<file path="config.mk">
export PLATFORM = sky130hd
export DESIGN_NAME = sseg_scan_ctrl_flat
export DESIGN_NICKNAME = d
export VERILOG_FILES = /design/src/rtl/sseg_pkg.sv /design/src/rtl/sseg_scan_ctrl_if.sv /design/src/rtl/sseg_hex_dec.sv /design/src/rtl/sseg_scan_ctrl.sv /design/src/flat_wrapper.sv
export SDC_FILE = /design/constraint.sdc
export NUM_CORES = 1
export LEC_CHECK = 0
export BUFFER_PORTS_ARGS = -buffer_cell sky130_fd_sc_hd__buf_2
export CORE_ASPECT_RATIO = 1.1
export CORE_MARGIN = 5
export CORE_UTILIZATION = 59
export DETAILED_ROUTE_END_ITERATION = 10
export PLACE_DENSITY = 0.77
export SLEW_MARGIN = 20
export SYNTH_ARGS = -nofsm -noshare
export SYNTH_HDL_FRONTEND = slang
export SYNTH_SLANG_ARGS = --single-unit
</file>
<file path="constraint.sdc">
create_clock -name clk -period 2.81 [get_ports clk]
set_input_delay 0.1405 -clock clk [delete_from_list [all_inputs] [get_ports clk]]
set_output_delay 0.1405 -clock clk [all_outputs]
set_load 0.02 [all_outputs]
</file>
<file path="src/rtl/sseg_pkg.sv">
// Shared types and constants for the seven-segment scan controller.
// Segment codes are active low, bit order {dp,g,f,e,d,c,b,a}.
package sseg_pkg;

    typedef enum logic [1:0] {
        ST_IDLE = 2'd0,
        ST_GAP  = 2'd1,
        ST_ON   = 2'd2
    } scan_state_t;

    localparam logic [7:0] SSEG_OFF = 8'hFF;
    localparam logic [7:0] AN_OFF   = 8'hFF;

    // Entry [n] is the glyph for hex digit n; bit 7 is replaced by ~dp on use.
    localparam logic [15:0][7:0] HEX_SEG = {
        8'h8E, 8'h86, 8'hA1, 8'hC6, 8'h83, 8'h88, 8'h90, 8'h80,
        8'hF8, 8'h82, 8'h92, 8'h99, 8'hB0, 8'hA4, 8'hF9, 8'hC0
    };

    function automatic logic [7:0] hex_seg(input logic [3:0] nib, input logic dp);
        logic [7:0] code;
        code = HEX_SEG[nib];
        return {~dp, code[6:0]};
    endfunction

endpackage

</file>
<file path="src/rtl/sseg_scan_ctrl_if.sv">
// Load/display bundle between the host logic and the scan controller.
// master drives contents and blanking; slave drives the display pins.
interface sseg_scan_ctrl_if;

    logic        load;
    logic [31:0] data_in;
    logic [7:0]  dp_in;
    logic [7:0]  en_in;
    logic        blank;
    logic        load_ack;
    logic [7:0]  an;
    logic [7:0]  sseg;

    modport master (
        output load,
        output data_in,
        output dp_in,
        output en_in,
        output blank,
        input  load_ack,
        input  an,
        input  sseg
    );

    modport slave (
        input  load,
        input  data_in,
        input  dp_in,
        input  en_in,
        input  blank,
        output load_ack,
        output an,
        output sseg
    );

endinterface

</file>
<file path="src/rtl/sseg_hex_dec.sv">
// Combinational hex-to-segment decoder with decimal-point override.
module sseg_hex_dec
    import sseg_pkg::*;
(
    input  logic [3:0] nibble,
    input  logic       dp,
    output logic [7:0] seg
);

    // Table lookup; a lit dp pulls bit 7 low.
    always_comb begin
        seg = hex_seg(nibble, dp);
    end

endmodule

</file>
<file path="src/rtl/sseg_scan_ctrl.sv">
// Scan controller for an 8-digit common-anode display: one anode at a time,
// dark gap between digits, new contents committed only at frame boundaries.
module sseg_scan_ctrl
    import sseg_pkg::*;
#(
    parameter int NUM_DIGITS = 8,
    parameter int ON_CYC     = 100000,
    parameter int GAP_CYC    = 200
) (
    input  logic            clk,
    input  logic            rst_n,
    sseg_scan_ctrl_if.slave bus
);

    localparam int MAX_CYC = (ON_CYC > GAP_CYC) ? ON_CYC : GAP_CYC;
    localparam int CNT_W   = (MAX_CYC > 1) ? $clog2(MAX_CYC) : 1;
    localparam logic [CNT_W-1:0] ON_LAST  = CNT_W'(ON_CYC - 1);
    localparam logic [CNT_W-1:0] GAP_LAST = CNT_W'(GAP_CYC - 1);
    localparam logic [2:0]       IDX_LAST = 3'(NUM_DIGITS - 1);

    scan_state_t      state_r, state_s;
    logic [CNT_W-1:0] cnt_r, cnt_s;
    logic [2:0]       idx_r, idx_s;

    logic [31:0] shadow_data_r, pend_data_r;
    logic [7:0]  shadow_dp_r, pend_dp_r;
    logic [7:0]  shadow_en_r, pend_en_r;
    logic        pend_r, pend_s;

    logic commit_in_s, commit_pend_s, capture_s;
    logic load_ack_r;
    logic [7:0] an_r, an_s;
    logic [7:0] sseg_r, sseg_s;
    logic [3:0] nib_s;
    logic [7:0] dec_seg_s;

    // Next-state, counter, digit index and buffering decisions.
    always_comb begin
        state_s       = state_r;
        cnt_s         = cnt_r;
        idx_s         = idx_r;
        commit_in_s   = 1'b0;
        commit_pend_s = 1'b0;
        capture_s     = 1'b0;
        pend_s        = pend_r;
        case (state_r)
            ST_IDLE: begin
                if (bus.load) begin
                    state_s     = ST_GAP;
                    cnt_s       = {CNT_W{1'b0}};
                    idx_s       = 3'd0;
                    commit_in_s = 1'b1;
                end else begin
                    cnt_s = {CNT_W{1'b0}};
                end
            end
            ST_GAP: begin
                if (cnt_r == GAP_LAST) begin
                    state_s = ST_ON;
                    cnt_s   = {CNT_W{1'b0}};
                end else begin
                    cnt_s = cnt_r + CNT_W'(1);
                end
            end
            ST_ON: begin
                if (cnt_r == ON_LAST) begin
                    state_s = ST_GAP;
                    cnt_s   = {CNT_W{1'b0}};
                    if (idx_r == IDX_LAST) begin
                        // Frame boundary: a same-cycle load beats older pending contents.
                        idx_s = 3'd0;
                        if (bus.load) begin
                            commit_in_s = 1'b1;
                        end else if (pend_r) begin
                            commit_pend_s = 1'b1;
                        end else begin
                            commit_pend_s = 1'b0;
                        end
                    end else begin
                        idx_s = idx_r + 3'd1;
                    end
                end else begin
                    cnt_s = cnt_r + CNT_W'(1);
                end
            end
            default: begin
                state_s = ST_IDLE;
                cnt_s   = {CNT_W{1'b0}};
                idx_s   = 3'd0;
            end
        endcase

        if ((state_r != ST_IDLE) && bus.load && !commit_in_s) begin
            capture_s = 1'b1;
        end else begin
            capture_s = 1'b0;
        end

        if (commit_in_s || commit_pend_s) begin
            pend_s = 1'b0;
        end else if (capture_s) begin
            pend_s = 1'b1;
        end else begin
            pend_s = pend_r;
        end
    end

    // Scan state, counter and digit index.
    always_ff @(posedge clk or negedge rst_n) begin
        if (!rst_n) begin
            state_r <= ST_IDLE;
            cnt_r   <= {CNT_W{1'b0}};
            idx_r   <= 3'd0;
        end else begin
            state_r <= state_s;
            cnt_r   <= cnt_s;
            idx_r   <= idx_s;
        end
    end

    // Pending and shadow (displayed) contents.
    always_ff @(posedge clk or negedge rst_n) begin
        if (!rst_n) begin
            pend_r        <= 1'b0;
            pend_data_r   <= 32'h0000_0000;
            pend_dp_r     <= 8'h00;
            pend_en_r     <= 8'h00;
            shadow_data_r <= 32'h0000_0000;
            shadow_dp_r   <= 8'h00;
            shadow_en_r   <= 8'h00;
        end else begin
            pend_r <= pend_s;
            if (capture_s) begin
                pend_data_r <= bus.data_in;
                pend_dp_r   <= bus.dp_in;
                pend_en_r   <= bus.en_in;
            end
            if (commit_in_s) begin
                shadow_data_r <= bus.data_in;
                shadow_dp_r   <= bus.dp_in;
                shadow_en_r   <= bus.en_in;
            end else if (commit_pend_s) begin
                shadow_data_r <= pend_data_r;
                shadow_dp_r   <= pend_dp_r;
                shadow_en_r   <= pend_en_r;
            end
        end
    end

    sseg_hex_dec u_dec (
        .nibble (nib_s),
        .dp     (shadow_dp_r[idx_r]),
        .seg    (dec_seg_s)
    );

    // Pin values for the current slot; disabled or blanked digits still use their slot time.
    always_comb begin
        nib_s  = shadow_data_r[{idx_r, 2'b00} +: 4];
        an_s   = AN_OFF;
        sseg_s = SSEG_OFF;
        if (state_r == ST_ON) begin
            sseg_s = dec_seg_s;
            if (shadow_en_r[idx_r] && !bus.blank) begin
                an_s = ~(8'h01 << idx_r);
            end else begin
                an_s = AN_OFF;
            end
        end else begin
            an_s   = AN_OFF;
            sseg_s = SSEG_OFF;
        end
    end

    // Registered display pins and commit acknowledge.
    always_ff @(posedge clk or negedge rst_n) begin
        if (!rst_n) begin
            an_r       <= AN_OFF;
            sseg_r     <= SSEG_OFF;
            load_ack_r <= 1'b0;
        end else begin
            an_r       <= an_s;
            sseg_r     <= sseg_s;
            load_ack_r <= commit_in_s | commit_pend_s;
        end
    end

    assign bus.an       = an_r;
    assign bus.sseg     = sseg_r;
    assign bus.load_ack = load_ack_r;

endmodule

</file>
<file path="src/flat_wrapper.sv">
// flat-port wrapper written by rule: the top's interface ports become plain ports
module sseg_scan_ctrl_flat import sseg_pkg::*;
#(
    parameter int NUM_DIGITS = 8,
    parameter int ON_CYC     = 100000,
    parameter int GAP_CYC    = 200
)
  (clk, rst_n, bus_load, bus_data_in, bus_dp_in, bus_en_in, bus_blank, bus_load_ack, bus_an, bus_sseg);
  sseg_scan_ctrl_if bus_i ();
  input  logic clk;
  input  logic rst_n;
  input wire logic [$bits(bus_i.load)-1:0] bus_load;
  input wire logic [$bits(bus_i.data_in)-1:0] bus_data_in;
  input wire logic [$bits(bus_i.dp_in)-1:0] bus_dp_in;
  input wire logic [$bits(bus_i.en_in)-1:0] bus_en_in;
  input wire logic [$bits(bus_i.blank)-1:0] bus_blank;
  output wire logic [$bits(bus_i.load_ack)-1:0] bus_load_ack;
  output wire logic [$bits(bus_i.an)-1:0] bus_an;
  output wire logic [$bits(bus_i.sseg)-1:0] bus_sseg;
  assign bus_i.load = bus_load;
  assign bus_i.data_in = bus_data_in;
  assign bus_i.dp_in = bus_dp_in;
  assign bus_i.en_in = bus_en_in;
  assign bus_i.blank = bus_blank;
  assign bus_load_ack = bus_i.load_ack;
  assign bus_an = bus_i.an;
  assign bus_sseg = bus_i.sseg;
  sseg_scan_ctrl #(.NUM_DIGITS(NUM_DIGITS), .ON_CYC(ON_CYC), .GAP_CYC(GAP_CYC)) u_core (.clk(clk), .rst_n(rst_n), .bus(bus_i));
endmodule
</file>
# Word-level counts from Yosys, hierarchy flattened
# Memories as Yosys holds them, arrays and structs flattened.
# Index checks and enable logic that the tools add are counted.
[totals]
reg_bits = 136
latchBits = 0
ramBits = 0
romBits = 128
inputBits = 52
output_inout_bits = 17
word_cells = 81
memories = 1
[memory_table]
columns = ["memory", "depth", "word_bits", "read_ports", "rd_ports_with_merged_regs", "write_ports", "line", "text"]
rows = [
  ["(name not given)", 16, 8, 1, 0, 0, "sseg_pkg.sv:22", "code = HEX_SEG[nib];"],
]
[op_classes]
n_addsub = 2
multipliers = 0
div_mod_pow = 0
n_lt_le_gt_ge = 2
eq_ne = 8
n_shift = 2
n_mux = 37
n_bitwise = 4
reduce_logical = 12
[ops]
columns = ["operator", "n"]
rows = [
  ["two-way mux 32 bit", 2],
  ["two-way mux 8 bit", 7],
  ["two-way mux 17 bit", 2],
  ["case mux 17 bit (2 select lines)", 1],
  ["variable part select 32 x 6 -> 4 bit", 1],
  ["adder 17 x 1 -> 17 bit (second input constant)", 1],
  ["== test 17 bit (second input constant)", 1],
  ["== test 17 x 8 -> 1 bit (second input constant)", 1],
  ["two-way mux 1 bit", 13],
  ["two-way mux 3 bit", 3],
  ["case mux 3 bit (3 select lines)", 1],
  ["NOT 8 bit", 1],
  ["<< shifter 1 x 3 -> 8 bit (first input constant)", 1],
  ["two-way mux 7 bit", 1],
  ["binary-select mux 1 bit (select 3 bit)", 2],
  ["two-way mux 2 bit", 3],
  ["case mux 2 bit (3 select lines)", 1],
  ["AND reduction 3 bit", 2],
  ["nonzero test 2 bit", 3],
  ["less-than comparator 4 x 5 -> 1 bit (second input constant)", 1],
  ["less-than comparator 3 x 4 -> 1 bit (second input constant)", 1],
  ["!= test 2 x 1 -> 1 bit (second input constant)", 2],
  ["adder 3 x 1 -> 3 bit (second input constant)", 1],
  ["== test 3 bit (second input constant)", 1],
  ["10 further kinds", 14],
]

# Logic depth before layout (Yosys ltp)
[logic_depth]
word_depth = 9
depth_mapped = 8
mapped_depth_nobuf = 7

# Modules after synthesis
# From an unflattened synthesis, not the netlist that was laid out.
[hier_totals]
cells_unflattened = 539
hier_area_um2 = 6403.6
[modules_own_cells]
columns = ["module", "instances", "cells_each", "area_each_um2", "seq_area_each_um2"]
rows = [
  ["sseg_scan_ctrl", 1, 506, 6124.6, 3423.3],
  ["sseg_hex_dec", 1, 33, 279.0, 0.0],
]

# Least setup slack after synthesis
# OpenSTA, ideal clock, no wires.
[synth_timing]
kind = "reg2reg"
startpoint = "reg u_core.idx_r[1]"
endpoint = "reg u_core.sseg_r[3] (netlist: u_core.bus.sseg[3])"
t_arrival_ns = 2.331
t_required_ns = 2.729
slack_ns = 0.398
path_stages_with_launch = 7
cell_sequence = "dfrtp_1 -> clkbuf_1 -> mux4_2 -> mux2i_1 -> ha_1 -> or2_2 -> a32oi_1"
[synth_between]
elab_chain_len = 4
[synth_rtl]
columns = ["item", "line", "text"]
rows = [
  ["start: declaration", "sseg_scan_ctrl.sv:23", "logic [2:0] idx_r, idx_s;"],
  ["start signal: assignment", "sseg_scan_ctrl.sv:117", "idx_r <= idx_s;"],
  ["variable part select 32 x 6 -> 4 bit", "sseg_scan_ctrl.sv:158", "nib_s = shadow_data_r[{idx_r, 2'b00} +: 4];"],
  ["memory read (16 x 8 bit)", "n/a", ""],
  ["two-way mux 7 bit (implied by the code)", "sseg_pkg.sv:22", ""],
  ["two-way mux 8 bit", "sseg_scan_ctrl.sv:161", "if (state_r == ST_ON) begin"],
  ["named net u_core.sseg_s[3]", "sseg_scan_ctrl.sv:33", "logic [7:0] sseg_r, sseg_s;"],
  ["end signal: assignment", "sseg_scan_ctrl.sv:182", "sseg_r <= sseg_s;"],
  ["end: declaration", "sseg_scan_ctrl.sv:33", ""],
]
# The timed path passes the listed nets, and every way through them passes these cells. The select of a mux whose other input is x is not followed.
# A chain may end at the register's enable or synchronous reset.

# Worst setup path after layout
[layout_timing]
startpoint = "reg u_core.idx_r[0]"
endpoint = "reg u_core.shadow_data_r[14]"
[layout_between]
elab_chain_len = 5
word_cells_on_any_way = 9
cone_classes = "eq/ne (1); mux (7); reduce/logical (1)"
[layout_rtl]
columns = ["item", "line", "text"]
rows = [
  ["== test 3 bit (*)", "sseg_scan_ctrl.sv:69", "if (idx_r == IDX_LAST) begin"],
  ["two-way mux 1 bit", "sseg_scan_ctrl.sv:69", ""],
  ["two-way mux 1 bit", "sseg_scan_ctrl.sv:66", "if (cnt_r == ON_LAST) begin"],
  ["case mux 1 bit (2 select lines) / two-way mux 1 bit (equally long branches)", "sseg_scan_ctrl.sv:46", "case (state_r)"],
  ["two-way mux 32 bit / nonzero test 2 bit (equally long branches)", "n/a", ""],
  ["end signal: assignment", "sseg_scan_ctrl.sv:139", "shadow_data_r <= bus.data_in;"],
  ["end signal: assignment", "sseg_scan_ctrl.sv:143", "shadow_data_r <= pend_data_r;"],
  ["end: declaration", "sseg_scan_ctrl.sv:25", "logic [31:0] shadow_data_r, pend_data_r;"],
]
# Every way passes the cells marked *; elsewhere a longest branch is shown, timed or not.

==> results.json <==
{
  "drt_iter0_markers": 203,
  "critPathKind": "flip-flop to flip-flop",
  "route.detailed.drc": 0,
  "synth-simple-area-share_pct": 7.56,
  "antenna_left": 0,
  "ir_drop_mv": 0.334,
  "cellPowerDensity_nw_per_um2": 539,
  "rr_worst_depth": 7,
  "syn_to_final_growth_pct": 24.2,
  "finalCritPeriodShare_pct": 88.9,
  "routedWlPerCell_um": 17.7,
  "cts_made_buffers": 17,
  "grt_overflow": 0,
  "hpwl_mm": 9.00,
  "leakage_nw": 3.85,
  "end_kind": "flip-flop",
  "synth_xor_area_share_pct": 1.98,
  "fin_skew_ps": 7.92,
  "cts_setup_buffers": 0,
  "arrival_ps": 2800,
  "cts_buffer_depth": 2,
  "grt.total_usage_pct": 22.2,
  "synth_mux_area_share_pct": 30.6,
  "slowest_delay_ps": 560,
  "utilization_pct": 75.2,
  "routed-via-count": 4259,
  "cp.depth": 7,
  "ctsRootBufferMaster": "clkbuf_16",
  "synth_fa_ha_area_share_pct": 3.20,
  "ys_async_sr_fraction_pct": 100,
  "syn_inst": 491,
  "status": "complete, no violations",
  "total_power_mw": 4.45,
  "pre_cts_ws_ps": 354,
  "r2r_end": "u_core.shadow_data_r[14]",
  "clk_latency_ps": 420,
  "fillCellCount": 671,
  "required_ps": 3110,
  "fmax_mhz": 400,
  "synth_nets": 560,
  "cap_violations": 0,
  "dr.pass1.iters": 4,
  "pin_count": 69,
  "dieArea_um2": 13500,
  "cts_hold_buf": 50,
  "cts_resized": 0,
  "synth_seq_cells": 136,
  "cts_tree": "built",
  "cp_slowest_cell": "dfrtp_1",
  "core_area_um2": 11000,
  "setup_tns_ps": 0,
  "setup_ws_ps": 313,
  "layout.nets": 686,
  "r2r-start": "u_core.idx_r[0]",
  "yosys_most_used_dff": "dfrtp_1",
  "path_delay_family": "multiplexers",
  "rsz0062_at_grt": "false",
  "antenna_found_initial": 1,
  "synth_edf_count": 0,
  "drv_slew": 0,
  "synth-seq-area-share_pct": 51.6,
  "multi_input_area_um2": 3050,
  "period_needed_ps": 2500,
  "synth_compound_area_share_pct": 2.09,
  "grt_max_degree": 51,
  "rows": 40,
  "path_cells": "ha_1 -> ha_1 -> nand4b_1 -> nor2_4 -> buf_12 -> mux2_2 -> mux2_2",
  "die_x_um": 111,
  "drive_above_1_share_pct": 44.8,
  "seq_area_um2": 3420,
  "die_y_um": 121,
  "clock-sinks": 136,
  "hold_path.class": "input pin to flip-flop",
  "vias_per_cell": 5.50,
  "rrSetupSlack_ps": 310,
  "dp.cells": 695,
  "syn_area_um2": 6640,
  "htree_levels": 4,
  "relSlewSlack_pct": 51.4,
  "synth_top_family_by_area": "multiplexers",
  "avgSynthCellArea_um2": 13.5,
  "final_cells": 775,
  "cp-start-kind": "flip-flop",
  "critical_path_buf_inv_count": 1,
  "routabilityCongestion": 0.798,
  "startpoint": "u_core.idx_r[0]",
  "grt_pass1_wl_mm": 23.4,
  "port_buffers": 68,
  "setup.worst_path.end": "u_core.shadow_data_r[14]",
  "start_util_pct": 60.6,
  "path_clk_slew_ps": 50,
  "yosysWarnings": 0,
  "grt_pass1_vias": 4662,
  "cp_max_fo": 49,
  "synth_cell_types": 51,
  "hold_viol": 0,
  "setup_violations": 0,
  "worst_pin_slew_ps": 723,
  "drt_wl_total_mm": 13.7
}
cells in the mapped netlist, drive strengths merged (2+ instances only):
| library cell | number | area, µm² |
|---|---|---|
| ha | 17 | 213 |
| nor4 | 3 | 25.0 |
| mux4 | 10 | 225 |
| and4 | 2 | 17.5 |
| nor2b | 5 | 31.3 |
| xnor2 | 5 | 43.8 |
| xor2 | 10 | 87.6 |
| and4b | 2 | 20.0 |
| nor3 | 3 | 20.0 |
| nand2 | 27 | 101 |
| buf | 20 | 135 |
| clkbuf | 5 | 20.0 |
| a21oi | 3 | 15.0 |
| o211ai | 3 | 22.5 |
| inv | 11 | 41.3 |
| nor2 | 28 | 108 |
| nand3 | 6 | 30.0 |
| o21ai | 4 | 23.8 |
| and2 | 3 | 18.8 |
| nand3b | 3 | 22.5 |
| dfrtp | 120 | 3000 |
| mux2 | 149 | 1680 |
| mux2i | 13 | 130 |
| nand4 | 7 | 50.1 |
| dfstp | 16 | 420 |
layout make-up:
type	count	area share [%]
inverter	11	0.501
clock buffer	26	6.05
timing repair buffer	132	12.0
sequential	136	41.5
antenna	1	0.0303
tap	147	2.23
multi-input combinational	319	36.9
clock inverter	3	0.789
cell usage in the layout, fill, tap and decap left out, types with 11 or more instances in the layout:
master	n
clkbuf_16	17
buf_4	12
mux2_2	139
nand2_1	27
inv_1	11
buf_2	67
dlygate4sd3_1	50
mux2i_1	13
dfrtp_1	120
ha_1	17
nor2_1	27
dfstp_2	16
state kept, by name, indices dropped and copies added (netlist names):
name and flops:
u_core.idx_r 3, u_core.shadow_dp_r 8, u_core.pend_dp_r 8, u_core.shadow_data_r 32, u_core.pend_data_r 32, u_core.bus.an 8, u_core.pend_en_r 8, u_core.bus.sseg 8
u_core.pend_r 1, u_core.shadow_en_r 8, u_core.state_r 2, u_core.bus.load_ack 1, u_core.cnt_r 17
through the flow:
| stage | hold WS (ps) | area [µm²] |
|---|---|---|
| after global placement | 198 | 7180 |
| after floorplan | -155 | 6640 |
| after global routing | 165 | 8250 |
| after CTS | 139 | 8240 |
| final | 158 | 8250 |
| after detailed placement | 201 | 7180 |
metal layers:
layer | part of all wire, % | wire length [µm] | track usage, %
met5 | 0 | 0 | 0
met1 | 44 | 6040 | 28.3
met3 | 3.3 | 449 | 4.79
met4 | 2.0 | 273 | 9.20
met2 | 51 | 6930 | 37.1
cells by family after synthesis:
logic type	after synthesis
DFF	136
muxes	172
and+or+nand+nor	96
AOI/OAI and AO/OA	19
buffers and inverters	36
xor gates and xnor gates	15
adders and majority gates	17
where the power goes:
group	internal, mW	total [mW]	switching (mW)
clock	1.38	2.14	0.759
sequential	2.03	2.06	0.0317
combinational	0.141	0.241	0.100
worst reg2reg max path: stages (launching register included):
cell and delay [ps]:
dfrtp_1 560, ha_1 250, ha_1 250, nand4b_1 180
nor2_4 140, buf_12 270, mux2_2 450, mux2_2 270
worst min path at each step:
stage              from             endpoint  slack, ps  depth (start not counted)
2_1_floorplan     rst_n  u_core.bus.load_ack       -160                          0
3_3_place_gp      rst_n  u_core.pend_en_r[1]        200                          1
3_5_place_dp      rst_n  u_core.pend_en_r[0]        200                          1
4_1_cts        bus_load        u_core.pend_r        140                          3
5_1_grt        bus_load        u_core.pend_r        170                          3
6_report       bus_load        u_core.pend_r        160                          3
(Power assumes the default switching activity.)
